<file path="src/rtl/vga_vram_scanner_pkg.sv">
// Shared VGA 640x480@60 timing constants and VRAM bitmap geometry.
package vga_pkg;
  localparam int CLK_DIV  = 4;
  localparam int H_ACTIVE = 640;
  localparam int H_FP     = 16;
  localparam int H_SYNC   = 96;
  localparam int H_BP     = 48;
  localparam int H_TOTAL  = H_ACTIVE + H_FP + H_SYNC + H_BP;
  localparam int H_SYNC_START = H_ACTIVE + H_FP;
  localparam int H_SYNC_END   = H_SYNC_START + H_SYNC;
  localparam int V_ACTIVE = 480;
  localparam int V_FP     = 10;
  localparam int V_SYNC   = 2;
  localparam int V_BP     = 33;
  localparam int V_TOTAL  = V_ACTIVE + V_FP + V_SYNC + V_BP;
  localparam int V_SYNC_START = V_ACTIVE + V_FP;
  localparam int V_SYNC_END   = V_SYNC_START + V_SYNC;
  localparam int SCALE    = 5;
  localparam int IMG_W    = 128;
  localparam int IMG_H    = 96;
  localparam int ADDR_W   = 14;
  localparam int HC_W     = 10;
  localparam int VC_W     = 10;
endpackage

</file>
<file path="src/rtl/vga_vram_scanner_if.sv">
// VRAM read port and VGA connector signals of the scanner.
interface vga_vram_scanner_if;
  import vga_pkg::*;
  logic [ADDR_W-1:0] vram_address;
  logic              vram_red;
  logic              vram_green;
  logic              vram_blue;
  logic [3:0]        vga_red;
  logic [3:0]        vga_green;
  logic [3:0]        vga_blue;
  logic              vga_hsync;
  logic              vga_vsync;
  logic              frame_start;

  modport master (
    output vram_address, vga_red, vga_green, vga_blue, vga_hsync, vga_vsync, frame_start,
    input  vram_red, vram_green, vram_blue
  );
  modport slave (
    input  vram_address, vga_red, vga_green, vga_blue, vga_hsync, vga_vsync, frame_start,
    output vram_red, vram_green, vram_blue
  );
endinterface

</file>
<file path="src/rtl/vga_vram_scanner_timing.sv">
// Pixel-tick divider plus horizontal/vertical counters with raw phase decode.
module vga_timing_counter #(
  parameter int CLK_DIV  = vga_pkg::CLK_DIV,
  parameter int H_ACTIVE = vga_pkg::H_ACTIVE,
  parameter int H_FP     = vga_pkg::H_FP,
  parameter int H_SYNC   = vga_pkg::H_SYNC,
  parameter int H_BP     = vga_pkg::H_BP,
  parameter int V_ACTIVE = vga_pkg::V_ACTIVE,
  parameter int V_FP     = vga_pkg::V_FP,
  parameter int V_SYNC   = vga_pkg::V_SYNC,
  parameter int V_BP     = vga_pkg::V_BP
) (
  input  logic                     clk,
  input  logic                     reset,
  output logic                     tick,
  output logic                     line_end,
  output logic                     frame_end,
  output logic [vga_pkg::HC_W-1:0] hcount,
  output logic [vga_pkg::VC_W-1:0] vcount,
  output logic                     active,
  output logic                     hsync_raw,
  output logic                     vsync_raw
);
  import vga_pkg::*;

  localparam int DIV_W = (CLK_DIV > 1) ? $clog2(CLK_DIV) : 1;
  localparam logic [DIV_W-1:0] DIV_LAST = DIV_W'(CLK_DIV - 1);
  localparam logic [HC_W-1:0]  H_LAST   = HC_W'(H_ACTIVE + H_FP + H_SYNC + H_BP - 1);
  localparam logic [HC_W-1:0]  H_ACT    = HC_W'(H_ACTIVE);
  localparam logic [HC_W-1:0]  HS_START = HC_W'(H_ACTIVE + H_FP);
  localparam logic [HC_W-1:0]  HS_END   = HC_W'(H_ACTIVE + H_FP + H_SYNC);
  localparam logic [VC_W-1:0]  V_LAST   = VC_W'(V_ACTIVE + V_FP + V_SYNC + V_BP - 1);
  localparam logic [VC_W-1:0]  V_ACT    = VC_W'(V_ACTIVE);
  localparam logic [VC_W-1:0]  VS_START = VC_W'(V_ACTIVE + V_FP);
  localparam logic [VC_W-1:0]  VS_END   = VC_W'(V_ACTIVE + V_FP + V_SYNC);

  logic [DIV_W-1:0] div_q, div_d;
  logic [HC_W-1:0]  hcount_q, hcount_d;
  logic [VC_W-1:0]  vcount_q, vcount_d;

  always_comb begin
    tick      = (div_q == DIV_LAST);
    line_end  = tick && (hcount_q == H_LAST);
    frame_end = line_end && (vcount_q == V_LAST);
    div_d     = tick ? '0 : div_q + 1'b1;
    hcount_d  = hcount_q;
    vcount_d  = vcount_q;
    if (line_end) begin
      hcount_d = '0;
      vcount_d = frame_end ? '0 : vcount_q + 1'b1;
    end else if (tick) begin
      hcount_d = hcount_q + 1'b1;
    end
  end

  always_ff @(posedge clk) begin
    if (reset) begin
      div_q    <= '0;
      hcount_q <= '0;
      vcount_q <= '0;
    end else begin
      div_q    <= div_d;
      hcount_q <= hcount_d;
      vcount_q <= vcount_d;
    end
  end

  assign hcount    = hcount_q;
  assign vcount    = vcount_q;
  assign active    = (hcount_q < H_ACT) && (vcount_q < V_ACT);
  assign hsync_raw = !((hcount_q >= HS_START) && (hcount_q < HS_END));
  assign vsync_raw = !((vcount_q >= VS_START) && (vcount_q < VS_END));
endmodule

</file>
<file path="src/rtl/vga_vram_scanner.sv">
// VGA scanner: walks the scaled VRAM bitmap, drives the read address and
// registers colour/sync one pixel period behind the timing counters.
module vga_vram_scanner #(
  parameter int CLK_DIV  = vga_pkg::CLK_DIV,
  parameter int H_ACTIVE = vga_pkg::H_ACTIVE,
  parameter int H_FP     = vga_pkg::H_FP,
  parameter int H_SYNC   = vga_pkg::H_SYNC,
  parameter int H_BP     = vga_pkg::H_BP,
  parameter int V_ACTIVE = vga_pkg::V_ACTIVE,
  parameter int V_FP     = vga_pkg::V_FP,
  parameter int V_SYNC   = vga_pkg::V_SYNC,
  parameter int V_BP     = vga_pkg::V_BP,
  parameter int SCALE    = vga_pkg::SCALE,
  parameter int IMG_W    = vga_pkg::IMG_W,
  parameter int IMG_H    = vga_pkg::IMG_H
) (
  input  logic                clk,
  input  logic                reset,
  vga_vram_scanner_if.master  bus
);
  import vga_pkg::*;

  localparam int COL_W = $clog2(IMG_W);
  localparam int ROW_W = $clog2(IMG_H);
  localparam int SUB_W = (SCALE > 1) ? $clog2(SCALE) : 1;
  localparam logic [HC_W-1:0]  H_ACT_LAST = HC_W'(H_ACTIVE - 1);
  localparam logic [VC_W-1:0]  V_ACT_LAST = VC_W'(V_ACTIVE - 1);
  localparam logic [SUB_W-1:0] SUB_LAST   = SUB_W'(SCALE - 1);

  logic            tick, line_end, frame_end, active, hsync_raw, vsync_raw;
  logic [HC_W-1:0] hcount;
  logic [VC_W-1:0] vcount;

  vga_timing_counter #(
    .CLK_DIV(CLK_DIV), .H_ACTIVE(H_ACTIVE), .H_FP(H_FP), .H_SYNC(H_SYNC), .H_BP(H_BP),
    .V_ACTIVE(V_ACTIVE), .V_FP(V_FP), .V_SYNC(V_SYNC), .V_BP(V_BP)
  ) u_timing (
    .clk(clk), .reset(reset), .tick(tick), .line_end(line_end), .frame_end(frame_end),
    .hcount(hcount), .vcount(vcount), .active(active),
    .hsync_raw(hsync_raw), .vsync_raw(vsync_raw)
  );

  logic [SUB_W-1:0]  hsub_q, hsub_d, vsub_q, vsub_d;
  logic [COL_W-1:0]  col_q, col_d;
  logic [ROW_W-1:0]  row_q, row_d;
  logic [ADDR_W-1:0] addr_q, addr_d;
  logic [3:0]        red_q, red_d, green_q, green_d, blue_q, blue_d;
  logic              hsync_q, hsync_d, vsync_q, vsync_d, fs_q, fs_d;

  always_comb begin
    hsub_d  = hsub_q;
    col_d   = col_q;
    vsub_d  = vsub_q;
    row_d   = row_q;
    addr_d  = addr_q;
    red_d   = red_q;
    green_d = green_q;
    blue_d  = blue_q;
    hsync_d = hsync_q;
    vsync_d = vsync_q;
    // Sub-pixel counters only step while the next pixel is still visible,
    // so col/row stay in range and the address holds through blanking.
    if (line_end) begin
      hsub_d = '0;
      col_d  = '0;
    end else if (tick && (hcount < H_ACT_LAST)) begin
      if (hsub_q == SUB_LAST) begin
        hsub_d = '0;
        col_d  = col_q + 1'b1;
      end else begin
        hsub_d = hsub_q + 1'b1;
      end
    end
    if (frame_end) begin
      vsub_d = '0;
      row_d  = '0;
    end else if (line_end && (vcount < V_ACT_LAST)) begin
      if (vsub_q == SUB_LAST) begin
        vsub_d = '0;
        row_d  = row_q + 1'b1;
      end else begin
        vsub_d = vsub_q + 1'b1;
      end
    end
    if (active) addr_d = ADDR_W'({row_q, col_q});
    // BRAM data for the current pixel has settled well before its closing tick.
    if (tick) begin
      red_d   = active ? {4{bus.vram_red}}   : 4'h0;
      green_d = active ? {4{bus.vram_green}} : 4'h0;
      blue_d  = active ? {4{bus.vram_blue}}  : 4'h0;
      hsync_d = hsync_raw;
      vsync_d = vsync_raw;
    end
    fs_d = tick && (hcount == '0) && (vcount == '0);
  end

  always_ff @(posedge clk) begin
    if (reset) begin
      hsub_q  <= '0;
      col_q   <= '0;
      vsub_q  <= '0;
      row_q   <= '0;
      addr_q  <= '0;
      red_q   <= '0;
      green_q <= '0;
      blue_q  <= '0;
      hsync_q <= 1'b1;
      vsync_q <= 1'b1;
      fs_q    <= 1'b0;
    end else begin
      hsub_q  <= hsub_d;
      col_q   <= col_d;
      vsub_q  <= vsub_d;
      row_q   <= row_d;
      addr_q  <= addr_d;
      red_q   <= red_d;
      green_q <= green_d;
      blue_q  <= blue_d;
      hsync_q <= hsync_d;
      vsync_q <= vsync_d;
      fs_q    <= fs_d;
    end
  end

  assign bus.vram_address = addr_q;
  assign bus.vga_red      = red_q;
  assign bus.vga_green    = green_q;
  assign bus.vga_blue     = blue_q;
  assign bus.vga_hsync    = hsync_q;
  assign bus.vga_vsync    = vsync_q;
  assign bus.frame_start  = fs_q;
endmodule

</file>
<file path="src/flat_wrapper.sv">
// flat-port wrapper written by rule: the top's interface ports become plain ports
module vga_vram_scanner_flat import vga_pkg::*;
#(
  parameter int CLK_DIV  = vga_pkg::CLK_DIV,
  parameter int H_ACTIVE = vga_pkg::H_ACTIVE,
  parameter int H_FP     = vga_pkg::H_FP,
  parameter int H_SYNC   = vga_pkg::H_SYNC,
  parameter int H_BP     = vga_pkg::H_BP,
  parameter int V_ACTIVE = vga_pkg::V_ACTIVE,
  parameter int V_FP     = vga_pkg::V_FP,
  parameter int V_SYNC   = vga_pkg::V_SYNC,
  parameter int V_BP     = vga_pkg::V_BP,
  parameter int SCALE    = vga_pkg::SCALE,
  parameter int IMG_W    = vga_pkg::IMG_W,
  parameter int IMG_H    = vga_pkg::IMG_H
)
  (clk, reset, bus_vram_address, bus_vga_red, bus_vga_green, bus_vga_blue, bus_vga_hsync, bus_vga_vsync, bus_frame_start, bus_vram_red, bus_vram_green, bus_vram_blue);
  vga_vram_scanner_if bus_i ();
  input  logic clk;
  input  logic reset;
  output wire logic [$bits(bus_i.vram_address)-1:0] bus_vram_address;
  output wire logic [$bits(bus_i.vga_red)-1:0] bus_vga_red;
  output wire logic [$bits(bus_i.vga_green)-1:0] bus_vga_green;
  output wire logic [$bits(bus_i.vga_blue)-1:0] bus_vga_blue;
  output wire logic [$bits(bus_i.vga_hsync)-1:0] bus_vga_hsync;
  output wire logic [$bits(bus_i.vga_vsync)-1:0] bus_vga_vsync;
  output wire logic [$bits(bus_i.frame_start)-1:0] bus_frame_start;
  input wire logic [$bits(bus_i.vram_red)-1:0] bus_vram_red;
  input wire logic [$bits(bus_i.vram_green)-1:0] bus_vram_green;
  input wire logic [$bits(bus_i.vram_blue)-1:0] bus_vram_blue;
  assign bus_vram_address = bus_i.vram_address;
  assign bus_vga_red = bus_i.vga_red;
  assign bus_vga_green = bus_i.vga_green;
  assign bus_vga_blue = bus_i.vga_blue;
  assign bus_vga_hsync = bus_i.vga_hsync;
  assign bus_vga_vsync = bus_i.vga_vsync;
  assign bus_frame_start = bus_i.frame_start;
  assign bus_i.vram_red = bus_vram_red;
  assign bus_i.vram_green = bus_vram_green;
  assign bus_i.vram_blue = bus_vram_blue;
  vga_vram_scanner #(.CLK_DIV(CLK_DIV), .H_ACTIVE(H_ACTIVE), .H_FP(H_FP), .H_SYNC(H_SYNC), .H_BP(H_BP), .V_ACTIVE(V_ACTIVE), .V_FP(V_FP), .V_SYNC(V_SYNC), .V_BP(V_BP), .SCALE(SCALE), .IMG_W(IMG_W), .IMG_H(IMG_H)) u_core (.clk(clk), .reset(reset), .bus(bus_i));
endmodule
</file>
<file path="config.mk">
export PLATFORM = sky130hd
export DESIGN_NAME = vga_vram_scanner_flat
export DESIGN_NICKNAME = d
export VERILOG_FILES = /design/src/rtl/vga_vram_scanner_pkg.sv /design/src/rtl/vga_vram_scanner_if.sv /design/src/rtl/vga_vram_scanner_timing.sv /design/src/rtl/vga_vram_scanner.sv /design/src/flat_wrapper.sv
export SDC_FILE = /design/constraint.sdc
export NUM_CORES = 1
export LEC_CHECK = 0
export ABC_AREA = 0
export BUFFER_PORTS_ARGS = -buffer_cell sky130_fd_sc_hd__buf_2
export CAP_MARGIN = 5
export CORE_UTILIZATION = 62
export CTS_BUF_LIST = sky130_fd_sc_hd__clkbuf_16
export CTS_CLUSTER_SIZE = 8
export DETAILED_ROUTE_END_ITERATION = 10
export GPL_TIMING_DRIVEN = 0
export HOLD_SLACK_MARGIN = 0.12
export MAX_ROUTING_LAYER = met4
export PLACE_DENSITY = 0.86
export SLEW_MARGIN = 10
export SYNTH_ARGS = -nofsm -noshare
export SYNTH_HDL_FRONTEND = slang
export SYNTH_SLANG_ARGS = --single-unit
</file>
<file path="constraint.sdc">
create_clock -name clk -period 4.73 [get_ports clk]
set_input_delay 0.473 -clock clk [delete_from_list [all_inputs] [get_ports clk]]
set_output_delay 0.473 -clock clk [all_outputs]
set_load 0.01 [all_outputs]
</file>
==> Yosys cells after proc, flatten, opt, wreduce, memory -nomap -nowiden <==
Cells that the tools add are included.
{ "word_totals": {"regBits": 71, "inputBits": 5, "out_inout_bits": 29, "wordCells": 58} }
{ "classes": {"add_sub_neg": 7, "n_lt_le_gt_ge": 8, "eq_ne": 5, "mux": 6, "reduce_logical": 18} }
{ "op_table": {"columns": ["cell", "count"], "rows": [
  ["10-bit less-than comparator (second input constant)", 3],
  ["10-bit by 9-bit less-than comparator with 1-bit output (second input constant)", 3],
  ["10-bit by 1-bit adder with 10-bit output (second input constant)", 2],
  ["10-bit == test (second input constant)", 2],
  ["10-bit logical NOT", 2],
  ["7-bit by 1-bit adder with 7-bit output (second input constant)", 2],
  ["4-bit two-way mux", 3],
  ["10-bit >= comparator (second input constant)", 1],
  ["10-bit by 9-bit >= comparator with 1-bit output (second input constant)", 1],
  ["10-bit two-way mux", 1],
  ["1-bit logical AND", 9],
  ["3-bit by 1-bit adder with 3-bit output (second input constant)", 2],
  ["3-bit == test (second input constant)", 2],
  ["3-bit two-way mux", 2],
  ["2-bit OR reduction", 3],
  ["2-bit AND reduction", 2],
  ["2-bit by 1-bit adder with 2-bit output (second input constant)", 1],
  ["2-bit == test (second input constant)", 1],
  ["1-bit logical NOT", 2]
]} }

==> Depth between registers and ports, before layout <==
{ "depth": {"depth_word": 4, "ltp_mapped": 8, "ltp_nobuf": 6} }

==> Modules after synthesis <==
From an unflattened synthesis, not the netlist that was laid out.
{ "unflattened": {"cells_unflattened": 327, "area_unflattened_um2": 2961.6} }
{ "by_module_without_submodules": {"columns": ["module", "instances", "cells_each", "area_per_inst_um2", "seq_area_each_um2"], "rows": [
  ["vga_vram_scanner", 1, 200, 1850.5, 800.8],
  ["vga_timing_counter", 1, 127, 1111.1, 440.4]
]} }

==> Worst setup path after synthesis <==
Ideal clock, no wire load.
{ "synth_timing": {"path_kind": "register -> register", "start": "reg u_core.u_timing.hcount_q[0] (netlist: u_core.u_timing.hcount[0])", "end": "reg u_core.row_q[3]", "setup_ns": 0.125, "arrival_ns": 1.681, "required_ns": 4.605, "slack_ns": 2.924, "path_stages_with_launch": 9, "path_buffers": 3, "period_less_slack_ns": 1.806, "cell_sequence": "dfxtp_1 ha_1 and4_1 buf_4 nand4_2 buf_2 o21ai_4 buf_2 a21oi_1"} }
{ "synth_between": {"elab_chain_cells": 4, "elab_cells_between_ends": 6, "cone_classes": "eq/ne (1); reduce/logical (5)"} }
{ "synth_lines": {"columns": ["element", "line_no", "text"], "rows": [
  ["start: declaration", "vga_vram_scanner_timing.sv:38", "logic [HC_W-1:0] hcount_q, hcount_d;"],
  ["start signal: assignment", "vga_vram_scanner_timing.sv:63", "hcount_q <= hcount_d;"],
  ["10-bit == test (*)", "vga_vram_scanner_timing.sv:43", "line_end = tick && (hcount_q == H_LAST);"],
  ["1-bit logical AND (*)", "vga_vram_scanner_timing.sv:43", null],
  ["1-bit logical AND (on tied branches)", "vga_vram_scanner.sv:77, vga_vram_scanner_timing.sv:44", null],
  ["2-bit AND reduction (no line) or 2-bit OR reduction (tied branches)", null, null],
  ["end signal: assignment", "vga_vram_scanner.sv:114", "row_q <= row_d;"],
  ["end: declaration", "vga_vram_scanner.sv:45", "logic [ROW_W-1:0] row_q, row_d;"]
]} }
Every way passes the cells marked *; elsewhere a longest branch is shown, timed or not.
A chain may end at the register's enable or synchronous reset.

==> Worst setup path in the final report <==
{ "layout_timing": {"start": "reg u_core.u_timing.hcount_q[0] (netlist: u_core.u_timing.hcount[0])", "end": "reg u_core.u_timing.vcount_q[9] (netlist: u_core.u_timing.vcount[9])"} }
{ "layout_between": {"elab_chain_cells": 4} }
{ "layout_lines": {"columns": ["element", "line_no", "text"], "rows": [
  ["10-bit == test (*)", "vga_vram_scanner_timing.sv:43", null],
  ["1-bit logical AND (*)", "vga_vram_scanner_timing.sv:43", null],
  ["1-bit logical AND", "vga_vram_scanner_timing.sv:44", "frame_end = line_end && (vcount_q == V_LAST);"],
  ["10-bit two-way mux", "vga_vram_scanner_timing.sv:50", "vcount_d = frame_end ? '0 : vcount_q + 1'b1;"],
  ["end signal: assignment", "vga_vram_scanner_timing.sv:64", "vcount_q <= vcount_d;"],
  ["end: declaration", "vga_vram_scanner_timing.sv:39", "logic [VC_W-1:0] vcount_q, vcount_d;"]
]} }
Marks and branches as above.

==> flow_summary.ini <==
[clocking]
clkSlewWorstSetupHoldPaths_ns = 0.05
clock_sinks = 62
cts_setup_buffers = 0
cts_buffer_depth = 2
cts_resized = 0
cts_max_level = 3
cts_buffers = 9
holdBufCountCts = 0
cts_root_buf = clkbuf_16
tritoncts = built
clkLatencyLatePin_ns = 0.33

[worst_setup_path]
cp_data_arrival_time_ns = 2.41
cp_slowest_cell = dfxtp_1
path_class = reg -> reg
crit_required_ns = 4.93
r2r_end = u_core.u_timing.vcount[9]
cpLargestDelayFamily = buffers and inverters
cp_common_cell = buf_2
cp-start-kind = register
r2r_start = u_core.u_timing.hcount[0]
cp-end-kind = register
r2r_setup_slack_ns = 2.52
worstPathCellList = ha_1, and4_1, buf_4, nand4_2, buf_2, o21ai_4, buf_2, a21oi_1
r2r_cells = 8
crit_fanout = 10
crit_buf_inv = 3
cp_slowest_stage_delay_ns = 0.42

[synth]
ys_seq_area_frac = 0.419
ys_top_cells_by_count = dfxtp_1 (62), a21oi_1 (44), nand2_1 (40), nand3_1 (18), nor2_1 (17)
syn_inst = 354
synth.largest_area_cell = dfxtp_1
synth.area.top_cells = dfxtp_1 (42%), a21oi_1 (7.4%), nand2_1 (5.1%)
post_synth_num_cell_types = 45
yosysMostFrequentCell = dfxtp_1
yosys_register_bits = 62
syn-num-nets = 370
synth_edf_count = 0
synth_flop_cell = dfxtp_1
synth_top_area_share = 0.419
syn_avg_cell_area_um2 = 8.37
synth_area_mm2 = 0.00296
async_reset_ff_frac = 0
ys_warn_count = 0

[final_layout]
final_layout_size_suffix_gt1_frac = 0.182
final_util = 0.788
n_antenna_cell = 0
layout.nets = 413
area_delta_synth_final_pct = 19.0

[placed_design]
io_buffers = 32
routabilityCongestion = 0.895
dpl.hpwl_um = 4480

[flow_run]
cap_violations = 0

[floorplan]
die_h_um = 71.1
start_util = 0.662
dieArea_mm2 = 0.00506
fp-row-count = 24
coreArea_mm2 = 0.00447
die_width_um = 71.1
ios = 34

[hold_path]
hold_path_class = in -> reg
worstHoldPathCells = 3
min_to = u_core.bus.vga_green[2]
hold_path.startpoint = bus_vram_green

[timing]
period_needed_ns = 2.21
drv_slew = 0
fmax_mhz = 453
hold_violations = 0
finalClockSkew_ns = 0.00586
setup_violations = 0
rsz0062_at_grt = no
slew_headroom = 0.554
fin_crit_sh = 0.466
tightest_slew_ns = 0.666
tns_ns = 0

[pwr]
power_density_mw_per_mm2 = 372
leakagePower_nw = 1.34
vdd_drop_max_uv = 282

[global_routing]
grt_max_degree = 12
grt_pass1_wl_um = 11700
grt_overflow = 0
track_usage = 0.303
grt_pass1_vias = 2567
grt_antenna_before_repair = 0

[routing]
wl_per_cell_um = 15.4
viasPerCell = 6.12
ant_nets = 0
dr.first_iter.drc_count = 221
via_count = 2778
wirelength_um = 6970
drc = 2
dr.pass1.iters = 8

[outcome]
status = finished, violations left
violations = DRC
[logic make-up (layout without fill, tap and decap cells)]
logic type      after synthesis  in the layout  synth area share
compound gates               79             79             0.154
simple gates                142            142             0.263
mux                           3              3            0.0101
fa+ha+maj                    11             11            0.0465
xor+xnor                     10             10            0.0296
buf+inv                      47             95            0.0782
flops                        62             62             0.419
[power by group]
part,switching (W),internal (W)
clock,0.000226,0.000511
sequential,0.00000425,0.000528
combinational,0.0000236,0.0000173
[worst max-delay path by stage]
| stage | endpoint | cells after the start | startpoint | slack, ns |
|---|---|---|---|---|
| after CTS | u_core.u_timing.vcount[9] | 8 | u_core.u_timing.hcount[0] | 2.53 |
| after detailed placement | u_core.vsub_q[1] | 8 | u_core.u_timing.hcount[0] | 2.52 |
| after floorplan | u_core.row_q[3] | 8 | u_core.u_timing.hcount[0] | 2.92 |
| after global placement | u_core.row_q[2] | 8 | u_core.u_timing.hcount[0] | 2.56 |
| after global routing | u_core.vsub_q[1] | 8 | u_core.u_timing.hcount[0] | 2.37 |
| final | u_core.u_timing.vcount[9] | 8 | u_core.u_timing.hcount[0] | 2.52 |
[worst min-delay path: stages]
cell     delay (ns)
buf_2          0.10
nand3_1        0.07
a21oi_1        0.06
[area by class of cell]
cell class,instances,area (um2)
repair buffers,32,160
fillers,306,950
flip-flops and latches,62,1240
well taps,52,65.1
plain buffers,33,179
inverters,14,52.6
clock inverters,7,113
multi-input cells,245,1490
clock buffers,9,225
[cell usage in the layout (no fill, tap or decap), types with 2 or more instances in the layout]
| cell type | Yosys | final |
|---|---|---|
| nand2b_1 | 3 | 3 |
| dfxtp_1 | 62 | 62 |
| xor2_1 | 3 | 3 |
| and4_1 | 3 | 3 |
| clkbuf_16 | 0 | 9 |
| buf_2 | 8 | 40 |
| ha_1 | 11 | 11 |
| or4_1 | 10 | 10 |
| nor2_1 | 17 | 17 |
| o21ai_1 | 3 | 3 |
| a31oi_1 | 2 | 2 |
| nor4b_1 | 2 | 2 |
| nor3_1 | 5 | 5 |
| nor4_1 | 3 | 3 |
| o31ai_1 | 11 | 11 |
| nand4_1 | 11 | 11 |
| a21oi_1 | 44 | 44 |
| nand3_1 | 18 | 18 |
| and3_1 | 4 | 4 |
| xnor2_1 | 7 | 7 |
| bufinv_16 | 0 | 3 |
| clkbuf_1 | 14 | 14 |
| or3_1 | 12 | 12 |
| nand4_2 | 2 | 2 |
| o21ai_0 | 12 | 12 |
| nand2_1 | 40 | 40 |
| inv_1 | 14 | 14 |
| mux2i_1 | 3 | 3 |
| buf_4 | 10 | 10 |
| and2_1 | 3 | 3 |
| clkinv_2 | 0 | 3 |
[state kept, by name, summed over array words and instances (netlist names), 2 cells and up]
register,flops
u_core.u_timing.div_q,2
u_core.row_q,7
u_core.hsub_q,3
u_core.u_timing.vcount,10
u_core.col_q,7
u_core.bus.vram_address,14
u_core.vsub_q,3
u_core.u_timing.hcount,10
[metrics by stage]
step | cell area (um2) | setup WS, ns | power [W] | hold slack [ns] | std cells
after detailed placement | 3190 | 2.52 | 0.000584 | 0.424 | 438
after floorplan | 2960 | 2.92 | 0.000570 | 0.404 | 354
after global placement | 3190 | 2.56 | 0.000582 | 0.421 | 438
after CTS | 3520 | 2.53 | 0.00131 | 0.423 | 454
final | 3520 | 2.52 | 0.00131 | 0.419 | 454
after global routing | 3520 | 2.37 | 0.00134 | 0.454 | 454
[routing by layer]
metal | GRT usage | share of wire | vias up
met3 | 0.0513 | 0.053 | 23
met4 | 0.178 | 0.030 | 0
met5 | - | 0 | -
met2 | 0.481 | 0.49 | 106
li1 | - | - | 1338
met1 | 0.364 | 0.42 | 1311
No activity file was read; power rests on OpenSTA's default activity.
